==> src/rtl/div_iter_pkg.sv <==
// div_iter_pkg: shared state encoding, handshake levels and helpers for the
// iterative divider.
package div_iter_pkg;

    // Divider FSM states
    typedef enum logic [1:0] {
        DIV_FREE    = 2'b00,
        DIV_BY_ZERO = 2'b01,
        DIV_ON      = 2'b10,
        DIV_END     = 2'b11
    } div_state_e;

    localparam logic        DIV_START            = 1'b1;
    localparam logic        DIV_STOP             = 1'b0;
    localparam logic        DIV_RESULT_READY     = 1'b1;
    localparam logic        DIV_RESULT_NOT_READY = 1'b0;
    localparam logic [31:0] ZERO_WORD            = 32'h0000_0000;

    // Two's-complement negate when en is set, pass-through otherwise.
    // Used both for magnitude extraction and for the final sign fixup.
    function automatic logic [31:0] neg_if(input logic [31:0] v, input logic en);
        return en ? (~v + 32'd1) : v;
    endfunction

endpackage

==> src/rtl/div_iter.sv <==
// div_iter: 32-bit radix-2 restoring divider for MIPS div/divu.
// Produces {remainder, quotient}; one quotient bit per cycle, result and
// ready are registered and held while start_i stays high in DivEnd.
// Optional build macro: DIV_EARLY_EXIT_EN (skip iteration when |dividend| < |divisor|).
module div_iter
    import div_iter_pkg::*;
(
    input  logic        clk,
    input  logic        rst,
    input  logic        signed_div_i,
    input  logic [31:0] opdata1_i,
    input  logic [31:0] opdata2_i,
    input  logic        start_i,
    input  logic        annul_i,
    output logic [63:0] result_o,
    output logic        ready_o
);

    div_state_e  state_q, state_d;
    logic [5:0]  cnt_q, cnt_d;
    logic [64:0] work_q, work_d;
    logic [31:0] dvsr_q, dvsr_d;
    logic        neg_dvd_q, neg_dvd_d;
    logic        neg_quo_q, neg_quo_d;
    logic [63:0] result_d;
    logic        ready_d;
`ifdef DIV_EARLY_EXIT_EN
    logic        early_q, early_d;
`endif

    logic [31:0] dvd_mag;
    logic [31:0] dvs_mag;
    logic [33:0] diff;
    logic [64:0] step;

    // Next-state, datapath step and registered-output values
    always_comb begin
        state_d   = state_q;
        cnt_d     = cnt_q;
        work_d    = work_q;
        dvsr_d    = dvsr_q;
        neg_dvd_d = neg_dvd_q;
        neg_quo_d = neg_quo_q;
        result_d  = result_o;
        ready_d   = ready_o;
`ifdef DIV_EARLY_EXIT_EN
        early_d   = early_q;
`endif

        dvd_mag = neg_if(opdata1_i, signed_div_i & opdata1_i[31]);
        dvs_mag = neg_if(opdata2_i, signed_div_i & opdata2_i[31]);

        // work_q[64] is always 0 between steps (partial remainder < divisor),
        // so work_q[64:31] is the shifted upper part zero-extended to 34 bits;
        // the extra bit keeps the borrow unambiguous for divisors >= 2^31.
        diff = work_q[64:31] - {2'b00, dvsr_q};
        if (diff[33]) begin
            step = {work_q[63:0], 1'b0};
        end else begin
            step = {diff[32:0], work_q[30:0], 1'b1};
        end

        unique case (state_q)
            DIV_FREE: begin
                ready_d  = DIV_RESULT_NOT_READY;
                result_d = {ZERO_WORD, ZERO_WORD};
                if (start_i == DIV_START && !annul_i) begin
                    if (opdata2_i == ZERO_WORD) begin
                        state_d = DIV_BY_ZERO;
                    end else begin
                        state_d   = DIV_ON;
                        cnt_d     = '0;
                        work_d    = {33'b0, dvd_mag};
                        dvsr_d    = dvs_mag;
                        neg_dvd_d = signed_div_i & opdata1_i[31];
                        neg_quo_d = signed_div_i & (opdata1_i[31] ^ opdata2_i[31]);
`ifdef DIV_EARLY_EXIT_EN
                        early_d   = (dvd_mag < dvs_mag);
`endif
                    end
                end
            end
            DIV_BY_ZERO: begin
                state_d  = DIV_END;
                ready_d  = DIV_RESULT_READY;
                result_d = {ZERO_WORD, ZERO_WORD};
            end
            DIV_ON: begin
                if (annul_i || start_i == DIV_STOP) begin
                    state_d = DIV_FREE;
                end
`ifdef DIV_EARLY_EXIT_EN
                // Early exit spends this one DivOn cycle so ready still lands at t+2;
                // the quotient is 0 and the remainder is the dividend itself.
                else if (early_q) begin
                    state_d  = DIV_END;
                    ready_d  = DIV_RESULT_READY;
                    result_d = {neg_if(work_q[31:0], neg_dvd_q), ZERO_WORD};
                end
`endif
                else begin
                    work_d = step;
                    cnt_d  = cnt_q + 6'd1;
                    if (cnt_q == 6'd31) begin
                        state_d  = DIV_END;
                        ready_d  = DIV_RESULT_READY;
                        result_d = {neg_if(step[63:32], neg_dvd_q),
                                    neg_if(step[31:0], neg_quo_q)};
                    end
                end
            end
            DIV_END: begin
                if (start_i == DIV_STOP) begin
                    state_d  = DIV_FREE;
                    ready_d  = DIV_RESULT_NOT_READY;
                    result_d = {ZERO_WORD, ZERO_WORD};
                end
            end
            default: state_d = DIV_FREE;
        endcase
    end

    // State, datapath and output registers with synchronous reset
    always_ff @(posedge clk) begin
        if (rst) begin
            state_q   <= DIV_FREE;
            cnt_q     <= '0;
            work_q    <= '0;
            dvsr_q    <= '0;
            neg_dvd_q <= 1'b0;
            neg_quo_q <= 1'b0;
            result_o  <= '0;
            ready_o   <= DIV_RESULT_NOT_READY;
`ifdef DIV_EARLY_EXIT_EN
            early_q   <= 1'b0;
`endif
        end else begin
            state_q   <= state_d;
            cnt_q     <= cnt_d;
            work_q    <= work_d;
            dvsr_q    <= dvsr_d;
            neg_dvd_q <= neg_dvd_d;
            neg_quo_q <= neg_quo_d;
            result_o  <= result_d;
            ready_o   <= ready_d;
`ifdef DIV_EARLY_EXIT_EN
            early_q   <= early_d;
`endif
        end
    end

endmodule

==> config.mk <==
export PLATFORM = sky130hd
export DESIGN_NAME = div_iter
export DESIGN_NICKNAME = d
export VERILOG_FILES = /design/src/rtl/div_iter_pkg.sv /design/src/rtl/div_iter.sv
export SDC_FILE = /design/constraint.sdc
export NUM_CORES = 1
export LEC_CHECK = 0
export ABC_AREA = 1
export CAP_MARGIN = 20
export CORE_MARGIN = 2
export CORE_UTILIZATION = 50
export CTS_BUF_LIST = sky130_fd_sc_hd__clkbuf_8 sky130_fd_sc_hd__clkbuf_16
export DETAILED_ROUTE_END_ITERATION = 12
export PLACE_DENSITY = 0.74
export SLEW_MARGIN = 20
export SYNTH_ARGS = -nofsm -noshare
export SYNTH_HDL_FRONTEND = slang
export SYNTH_SLANG_ARGS = --single-unit
==> constraint.sdc <==
create_clock -name clk -period 3.4 [get_ports clk]
set_input_delay 0.68 -clock clk [delete_from_list [all_inputs] [get_ports clk]]
set_output_delay 0.68 -clock clk [all_outputs]
set_load 0.01 [all_outputs]
* Word-level counts from Yosys, hierarchy flattened *
Cells that the tools add are included.

word-level totals
  input port bits = 69
  ROM bits = 0
  memory bits (writable) = 0
  register bits after elaboration = 172
  output and inout bits = 65
  logic and storage cells = 72
  bits in latches = 0
  memories kept = 0

operators by class
  div/mod/pow operators = 0
  bitwise operators = 10
  reduce and logical (&&, ||, !) cells = 11
  equality and inequality tests = 10
  shift-type cells = 0
  add/subtract/negate cells = 6
  mux-type cells = 27
  multipliers = 0
  $lt $le $gt $ge = 0

operators with widths
  cell                     count
  $mux W65                 4
  $mux W64                 3
  $pmux W64 S3             1
  $pmux W65 S2             1
  $add A32 B1 Y32 const B  4
  $mux W32                 4
  $not A32 Y32             4
  $sub A34 B32 Y34         1
  $logic_not A32 Y1        1
  $mux W6                  3
  $pmux W6 S2              1
  $mux W2                  5
  $ne A2 B2 Y1 const B     5
  $reduce_and A3 Y1        3
  $pmux W2 S4              1
  $add A6 B1 Y6 const B    1
  $eq A6 B5 Y1 const B     1
  $eq A2 B2 Y1 const B     2
  $pmux W1 S4              1
  $reduce_and A4 Y1        1
  $and A1 B1 Y1            3
  $mux W1                  3
  $ne A3 B3 Y1 const B     1
  $eq A2 B1 Y1 const B     1
  other kinds (8)          9

* Longest topological paths before layout *
Gate-level depths: netlist of the first run.

  depth after elaboration = 8
  gate-level depth with buffers = 30
  gate-level depth less buffers = 29

* Least setup slack after synthesis of the first run *
No wires, ideal clock.

  path kind = reg2reg
  start point = register work_q[50]
  end point = register result_o[28]
  period minus slack after synthesis = 3.735 ns
  setup slack = -0.335 ns
  required time = 3.268 ns
  stages on the path, launching flop included = 26
  path buffers = 1
  data arrival time = 3.602 ns
  cells stage by stage = dfxtp_1 -> ha_1 -> nand2_2 -> inv_2 -> nand2_1 -> nand2_1 -> nand2_1 -> a21oi_2 -> nor2_4 -> nand3_4 -> nand2_8 -> buf_4 -> ha_1 -> nand3_1 -> nor3_1 -> nand2_1 -> nor3_1 -> nand2_1 -> nor3_1 -> nand3_1 -> nor2_1 -> nand3_1 -> o21ai_0 -> a21oi_1 -> o21ai_0 -> a21oi_1

between the ends
  cells in the longest elaborated chain, start to end = 8

RTL lines
  element                 RTL line            RTL
  from (decl)             div_iter.sv:21      logic [64:0] work_q, work_d;
  from (signal assigned)  div_iter.sv:140     work_q <= work_d;
  $sub A34 B32 Y34        div_iter.sv:56      diff = work_q[64:31] - {2'b00, dvsr_q};
  $mux W65                div_iter.sv:57      if (diff[33]) begin
  $not A32 Y32            div_iter_pkg.sv:22  return en ? (~v + 32'd1) : v;
  $add A32 B1 Y32         div_iter_pkg.sv:22
  $mux W32                div_iter_pkg.sv:22
  $mux W64                div_iter.sv:104     if (cnt_q == 6'd31) begin
  $mux W64                div_iter.sv:89      if (annul_i || start_i == DIV_STOP) begin
  $pmux W64 S3            div_iter.sv:63      unique case (state_q)
  to (signal assigned)    div_iter.sv:144     result_o <= result_d;
  to (decl)               div_iter.sv:15      output logic [63:0] result_o,

Every way passes these cells. The select of a mux whose other input is x is not followed.
A chain may end at the register's enable or synchronous reset.

* Final worst setup path of the first run *
  start point = register work_q[61]
  end point = register result_o[28]

The elaborated chain is that of the path after synthesis.

==> results of run 1 <==
through the flow:
step / setup slack [ns] / utilization / std cells / TNS [ns]
after floorplan: -0.0470 / - / 2123 / -0.0841
after global placement: -0.156 / 0.639 / 2678 / -1.15
after detailed placement: -0.202 / 0.639 / 2678 / -1.84
after CTS: -0.0181 / 0.672 / 2724 / -0.0332
after global routing: -0.424 / 0.686 / 2737 / -2.96
final: -0.185 / 0.686 / 2737 / -0.801
flip-flops by register name, summed over array words and instances, names as in the netlist:
| register | count |
|---|---|
| dvsr_q | 32 |
| cnt_q | 6 |
| ready_o | 1 |
| neg_dvd_q | 1 |
| result_o | 64 |
| work_q | 65 |
| neg_quo_q | 1 |
| state_q | 2 |
power by group through the flow:
| stage | clock network [mW] | registers (mW) | logic, mW |
|---|---|---|---|
| 2_1_floorplan | 0 | 2.76 | 4.75 |
| 3_3_place_gp | 0 | 2.79 | 7.01 |
| 3_5_place_dp | 0 | 2.81 | 7.10 |
| 4_1_cts | 2.12 | 2.78 | 7.30 |
| 5_1_grt | 2.19 | 2.87 | 8.61 |
| 6_report | 2.10 | 2.82 | 7.79 |
logic make-up after synthesis:
family | share of synthesized area
and+or+nand+nor | 0.359
AOI/OAI and AO/OA | 0.167
buffers and inverters | 0.107
DFF | 0.267
xor gates and xnor gates | 0.0591
adders and majority gates | 0.0413
worst register-to-register path: stages (launching register included):
cell and delay (ns):
dfxtp_4 0.36, ha_4 0.25, nand2_2 0.07, nand2_2 0.06, a211oi_2 0.20, nand2_1 0.12
nor2_4 0.24, nand3_4 0.13, nand2_8 0.09, ha_4 0.14, nand3_4 0.09, nor3_4 0.16
nand2_2 0.10, nor3_4 0.20, nand2_2 0.11, nor3_4 0.23, nand3_2 0.14, nor2_4 0.16
nand3_2 0.10, o21ai_2 0.16, a21oi_1 0.10, o21ai_1 0.11, a21oi_1 0.09
per-layer routing:
metal	up-vias	global-route usage
met5	-	0
met4	0	0.146
met3	125	0.0296
met2	559	0.582
met1	6762	0.424
li1	7344	-
layout make-up:
cell class,instances,area [um2]
multi-input combinational,1600,8870
fill,2351,7930
sequential,172,3480
timing repair buffer,330,2930
inverter,273,1020
clock buffer,19,453
tap,330,413
clock inverter,13,163
synth_stat cells (7+ instances only):
cell,n
a211oi_1,14
a21oi_1,210
buf_1,8
buf_2,7
clkbuf_1,57
dfxtp_1,172
ha_1,41
inv_1,268
nand2_1,635
nand2_2,25
nand2_4,7
nand3_1,125
nand3b_1,9
nand4_1,17
nor2_1,179
nor2_2,12
nor3_1,32
nor4_1,7
o211ai_1,9
o21ai_0,118
o21ai_1,11
or2_2,7
xnor2_1,31
xor2_1,56
timing repair:
| item | CTS | global route |
|---|---|---|
| gates resized for setup | 37 | 68 |
| buffers inserted | 14 | 13 |
| cloned | 0 | 1 |
| setup endpoints to repair | 7 | 32 |
| pin swaps | 25 | 26 |
final timing paths:
check	from	endpoint	cells after the start
setup reg to reg	work_q[61]$_SDFFE_PP0P_	result_o[28]$_SDFFE_PP0P_	22
setup / recovery	work_q[61]$_SDFFE_PP0P_	result_o[28]$_SDFFE_PP0P_	22
hold reg to reg	result_o[19]$_SDFFE_PP0P_	result_o[19]$_SDFFE_PP0P_	2
hold / removal	result_o[19]$_SDFFE_PP0P_	result_o[19]$_SDFFE_PP0P_	2
==> metrics.md, run 1 <==
| Metric | Value |
|---|---|
| Outcome | `finished with violations` |
| Failing checks | `negative setup slack` |
| Fin crit share | `1.05` |
| Clock share of power | `0.165` |
| Die Wd | `165 um` |
| Vias in the first global route | `13900` |
| Routed len/inst | `16.7 um` |
| Cells after Synth | `2123` |
| Post-CTS Hold Buffers | `0` |
| Clk slew on worst S/H paths | `0.08 ns` |
| Startpoint Class | `register` |
| TritonCTS clock tree | `built` |
| DRC viols | `0` |
| Diodes inserted | `0` |
| 1st-pass router iterations | `5` |
| Vias per cell | `5.40` |
| RSZ-0062 raised after global routing | `true` |
| I/O pin count | `134` |
| Nets | `2505` |
| Net Sw Frac | `0.487` |
| Register bit total from synthesis | `172` |
| Hold Path Class | `register to register` |
| Max_cap viols | `0` |
| Pin count of the biggest net entering global routing | `90` |
| PwrDens | `734 nW/um2` |
| Hold WS | `0.466 ns` |
| Antenna Violating Nets Remaining | `0` |
| Leak pwr | `7.93 nW` |
| Min Tclk post-route | `3.59 ns` |
| Area leader, netlist | `dfxtp_1` |
| EDFF count, synth | `0` |
| Slew @ Worst Pin | `1.07 ns` |
| Core Region | `25300 um2` |
| H-tree Lvls | `4` |
| Final Max Slew Viols | `0` |
| Num CTS Buffers | `17` |
| Worst Path Arrival | `3.87 ns` |
| Number of port buffers | `133` |
| Met1 wire length | `19600 um` |
| Worst EP required | `3.68 ns` |
| Post-synthesis area per instance | `6.07 um2` |
| Ys flop type | `dfxtp_1` |
| Largest delay share family, worst path | `simple AND/OR/NAND/NOR gates` |
| NetSw | `6.20 mW` |
| Most frequent CP cell | `nand2_2` |
| First-pass GRT wire length | `71300 um` |
| VDD IR-drop max | `0.673 mV` |
| Final instance area | `17300 um2` |
| Vias | `14800` |
| Synth top area cells | `dfxtp_1, nand2_1, a21oi_1` |
| Synthesis-to-layout area growth | `34.4%` |
| Top Layer Used | `met4` |
| Logic pwr share | `0.613` |
| Relative slew slack | `0.286` |
| Clock Tree Buf Depth | `2` |
| Row count | `58` |
| CP max-delay cell | `dfxtp_4` |
| Antenna violations before repair | `1` |
| DP Wirelength | `35100 um` |
| Crit. End Element | `register` |
| Die Area | `27100 um2` |
| Crit-path max FO | `3` |
| Setup skew after layout | `0.0166 ns` |
| Sequential power share | `0.222` |
| FFs w/ async S/R, synth | `0` |
| Final setup fails | `5` |
| CTS root buffer | `clkbuf_16` |
| Placed inst area | `16100 um2` |
| Total gr overflow | `0` |
| Final Hold Fails | `0` |
| Clock Latency Late Sink | `0.45 ns` |
| Seq/Total Area, Yosys | `0.267` |
| Syn Nets | `2234` |
| Number of distinct library cells after synthesis | `52` |
| Starting Density | `0.511` |
| Syn. warnings | `0` |
| CP cell instances | `ha_4 > nand2_2 > nand2_2 > a211oi_2 > nand2_1 > nor2_4 > nand3_4 > nand2_8 > ha_4 > nand3_4 > nor3_4 > nand2_2 > nor3_4 > nand2_2 > nor3_4 > nand3_2 > nor2_4 > nand3_2 > o21ai_2 > a21oi_1 > o21ai_1 > a21oi_1` |
| GRT Resource Usage Total | `0.335` |
| Starting DRT DRC Count | `1218` |
| Chip height | `165 um` |
| Metal2 WL | `21700 um` |
| Critical path class | `register to register` |
| Total Wirelength | `45700 um` |
| Most frequent cells in the layout | `nand2_1, inv_1, a21oi_1` |
| Max Freq | `279 MHz` |
| Internal power | `6.51 mW` |
| Post-synth top area share | `0.267` |
| Max incr delay on CP | `0.36 ns` |
| Total Power | `12.7 mW` |
| Ratio of cells with drive above 1 in the final layout | `0.184` |
| Syn Std Cell Area | `12900 um2` |
| Final Worst Setup Slack | `-0.185 ns` |
| Most common cell after layout, fill and taps aside | `nand2_1` |
| Clock sink count | `172` |
| CP bufs+invs | `0` |
| Flop2flop setup slack | `-0.19 ns` |
| Gpl congestion | `0.990` |
| Detail Route met3 WL | `2370 um` |
(Power assumes the default switching activity.)
==> run 2, diff against run 1 <==
SETUP_SLACK_MARGIN = 0.1   (was not set)
==> metrics.md, run 2 (synthesis results as in run 1) <==
| Metric | Value |
|---|---|
| Slew @ Worst Pin | `0.873 ns` |
| Min Tclk post-route | `3.59 ns` |
| Routed len/inst | `16.9 um` |
| Fin crit share | `1.06` |
| Largest registers | `work_q: 65 flops, result_o: 64 flops, dvsr_q: 32 flops` |
| Worst Path Arrival | `3.89 ns` |
| Setup skew after layout | `0.0128 ns` |
| Diodes inserted | `0` |
| I/O pin count | `134` |
| Total Power | `13.2 mW` |
| GRT Resource Usage Total | `0.333` |
| Final Hold Fails | `0` |
| Clock Latency Late Sink | `0.45 ns` |
| Nets | `2515` |
| Clock share of power | `0.158` |
| Antenna violations before repair | `0` |
| Hold Path Class | `register to register` |
| Max FFs per register | `65` |
| DRC viols | `0` |
| H-tree Lvls | `4` |
| Total gr overflow | `0` |
| Vias per cell | `5.38` |
| Vias in the first global route | `13700` |
| Critical path class | `register to register` |
| Synthesis-to-layout area growth | `36.2%` |
| Gpl congestion | `0.973` |
| RR Startpoint | `dvsr_q[30]$_SDFFE_PP0P_` |
| Number of port buffers | `133` |
| Final Max Slew Viols | `0` |
| First-pass GRT wire length | `70800 um` |
| Worst EP required | `3.70 ns` |
| Internal power | `6.78 mW` |
| Dpl cells | `2678` |
| DP Wirelength | `35100 um` |
| PwrDens | `753 nW/um2` |
| Startpoint Class | `register` |
| Max_cap viols | `0` |
| Net Sw Frac | `0.488` |
| Crit-path max FO | `3` |
| Most frequent cells in the layout | `nand2_1, inv_1, a21oi_1` |
| Starting DRT DRC Count | `1320` |
| Die Area | `27100 um2` |
| CTS root buffer | `clkbuf_16` |
| Num CTS Buffers | `17` |
| Sequential power share | `0.214` |
| Leak pwr | `8.01 nW` |
| Core Region | `25300 um2` |
| Fin cells | `2747` |
| Chip height | `165 um` |
| Final Worst Setup Slack | `-0.191 ns` |
| Final instance area | `17600 um2` |
| Post-CTS Hold Buffers | `0` |
| Clock Tree Buf Depth | `2` |
| Vias | `14800` |
| VDD IR-drop max | `0.749 mV` |
| Worst R2R End | `result_o[4]$_SDFFE_PP0P_` |
| Final setup fails | `7` |
| Relative slew slack | `0.417` |
| Clk slew on worst S/H paths | `0.07 ns` |
| Crit. End Element | `register` |
| Flop2flop setup slack | `-0.19 ns` |
| Most common cell after layout, fill and taps aside | `nand2_1` |
| 1st-pass router iterations | `8` |
| Row count | `58` |
| Outcome | `finished with violations` |
| Placed inst area | `16100 um2` |
| Failing checks | `negative setup slack` |
| Reg2Reg Depth | `27` |
| TritonCTS clock tree | `built` |
| Util after Layout | `0.696` |
| Clock sink count | `172` |
| RSZ-0062 raised after global routing | `true` |
| Max Freq | `278 MHz` |
| Antenna Violating Nets Remaining | `0` |
| NetSw | `6.45 mW` |
| Die Wd | `165 um` |
| Largest Register | `work_q` |
| Worst Setup EP | `result_o[4]$_SDFFE_PP0P_` |
| Ratio of cells with drive above 1 in the final layout | `0.207` |
| Logic pwr share | `0.628` |
| Hold WS | `0.463 ns` |
| Crit path from | `dvsr_q[30]$_SDFFE_PP0P_` |
| Total Wirelength | `46300 um` |
| Pin count of the biggest net entering global routing | `73` |
| Starting Density | `0.511` |
run 2: final cells by class:
type / count / area, um2
clock buffer: 17 / 425
clock inverter: 15 / 183
fill: 2254 / 7690
inverter: 273 / 1030
multi-input combinational: 1601 / 9020
sequential: 172 / 3490
tap: 330 / 413
timing repair buffer: 339 / 3000
run 2: power groups by stage:
stage,combinational (mW),clock (mW),sequential [mW]
global route,9.07,2.17,2.89
detailed placement,7.12,0,2.83
CTS,7.46,2.10,2.79
floorplan,4.75,0,2.76
finish,8.30,2.09,2.84
global placement,7.02,0,2.81
run 2: how the worst min path moves through the flow:
stage	from	to	cells past startpoint
global route	result_o[52]$_SDFFE_PP0P_	result_o[52]$_SDFFE_PP0P_	2
floorplan	dvsr_q[13]$_SDFFE_PP0P_	dvsr_q[13]$_SDFFE_PP0P_	2
CTS	result_o[28]$_SDFFE_PP0P_	result_o[28]$_SDFFE_PP0P_	2
finish	result_o[33]$_SDFFE_PP0P_	result_o[33]$_SDFFE_PP0P_	2
detailed placement	result_o[15]$_SDFFE_PP0P_	result_o[15]$_SDFFE_PP0P_	2
global placement	result_o[62]$_SDFFE_PP0P_	result_o[62]$_SDFFE_PP0P_	2
run 2: per-stage QoR:
stage	worst slack, ns	TNS [ns]
after floorplan	-0.0461	-0.0814
after global placement	-0.138	-0.408
after detailed placement	-0.189	-1.02
after CTS	-0.0329	-0.0537
after global routing	-0.321	-2.40
final	-0.191	-0.537
run 2: per-layer routing:
layer | GRT usage | share of wire | up-vias
met4 | 0.152 | 0.048 | 0
met3 | 0.0382 | 0.056 | 133
li1 | - | - | 7382
met1 | 0.427 | 0.42 | 6724
met5 | 0 | 0 | -
met2 | 0.562 | 0.47 | 534
run 2: repair_timing:
item,in CTS,in global routing
pin swaps,32,52
buffers inserted,17,18
resized for setup,48,123
cloned,0,2
setup endpoints to repair,9,36
run 2: worst max-delay path, cell delays in order (launching register included):
cell,delay [ns]
dfxtp_2,0.35
inv_4,0.05
ha_4,0.27
nand2_2,0.07
nor3_4,0.21
nand2_2,0.13
a21oi_4,0.16
nor2_4,0.08
nand2_8,0.08
nand2_8,0.05
nand2_8,0.09
ha_4,0.14
nand3_4,0.08
buf_4,0.15
buf_6,0.10
buf_4,0.11
buf_4,0.12
buf_4,0.12
buf_4,0.12
buf_4,0.13
buf_4,0.12
buf_4,0.12
buf_4,0.12
buf_4,0.13
nand2_1,0.05
nand2_1,0.08
nand3_2,0.12
a21oi_2,0.07
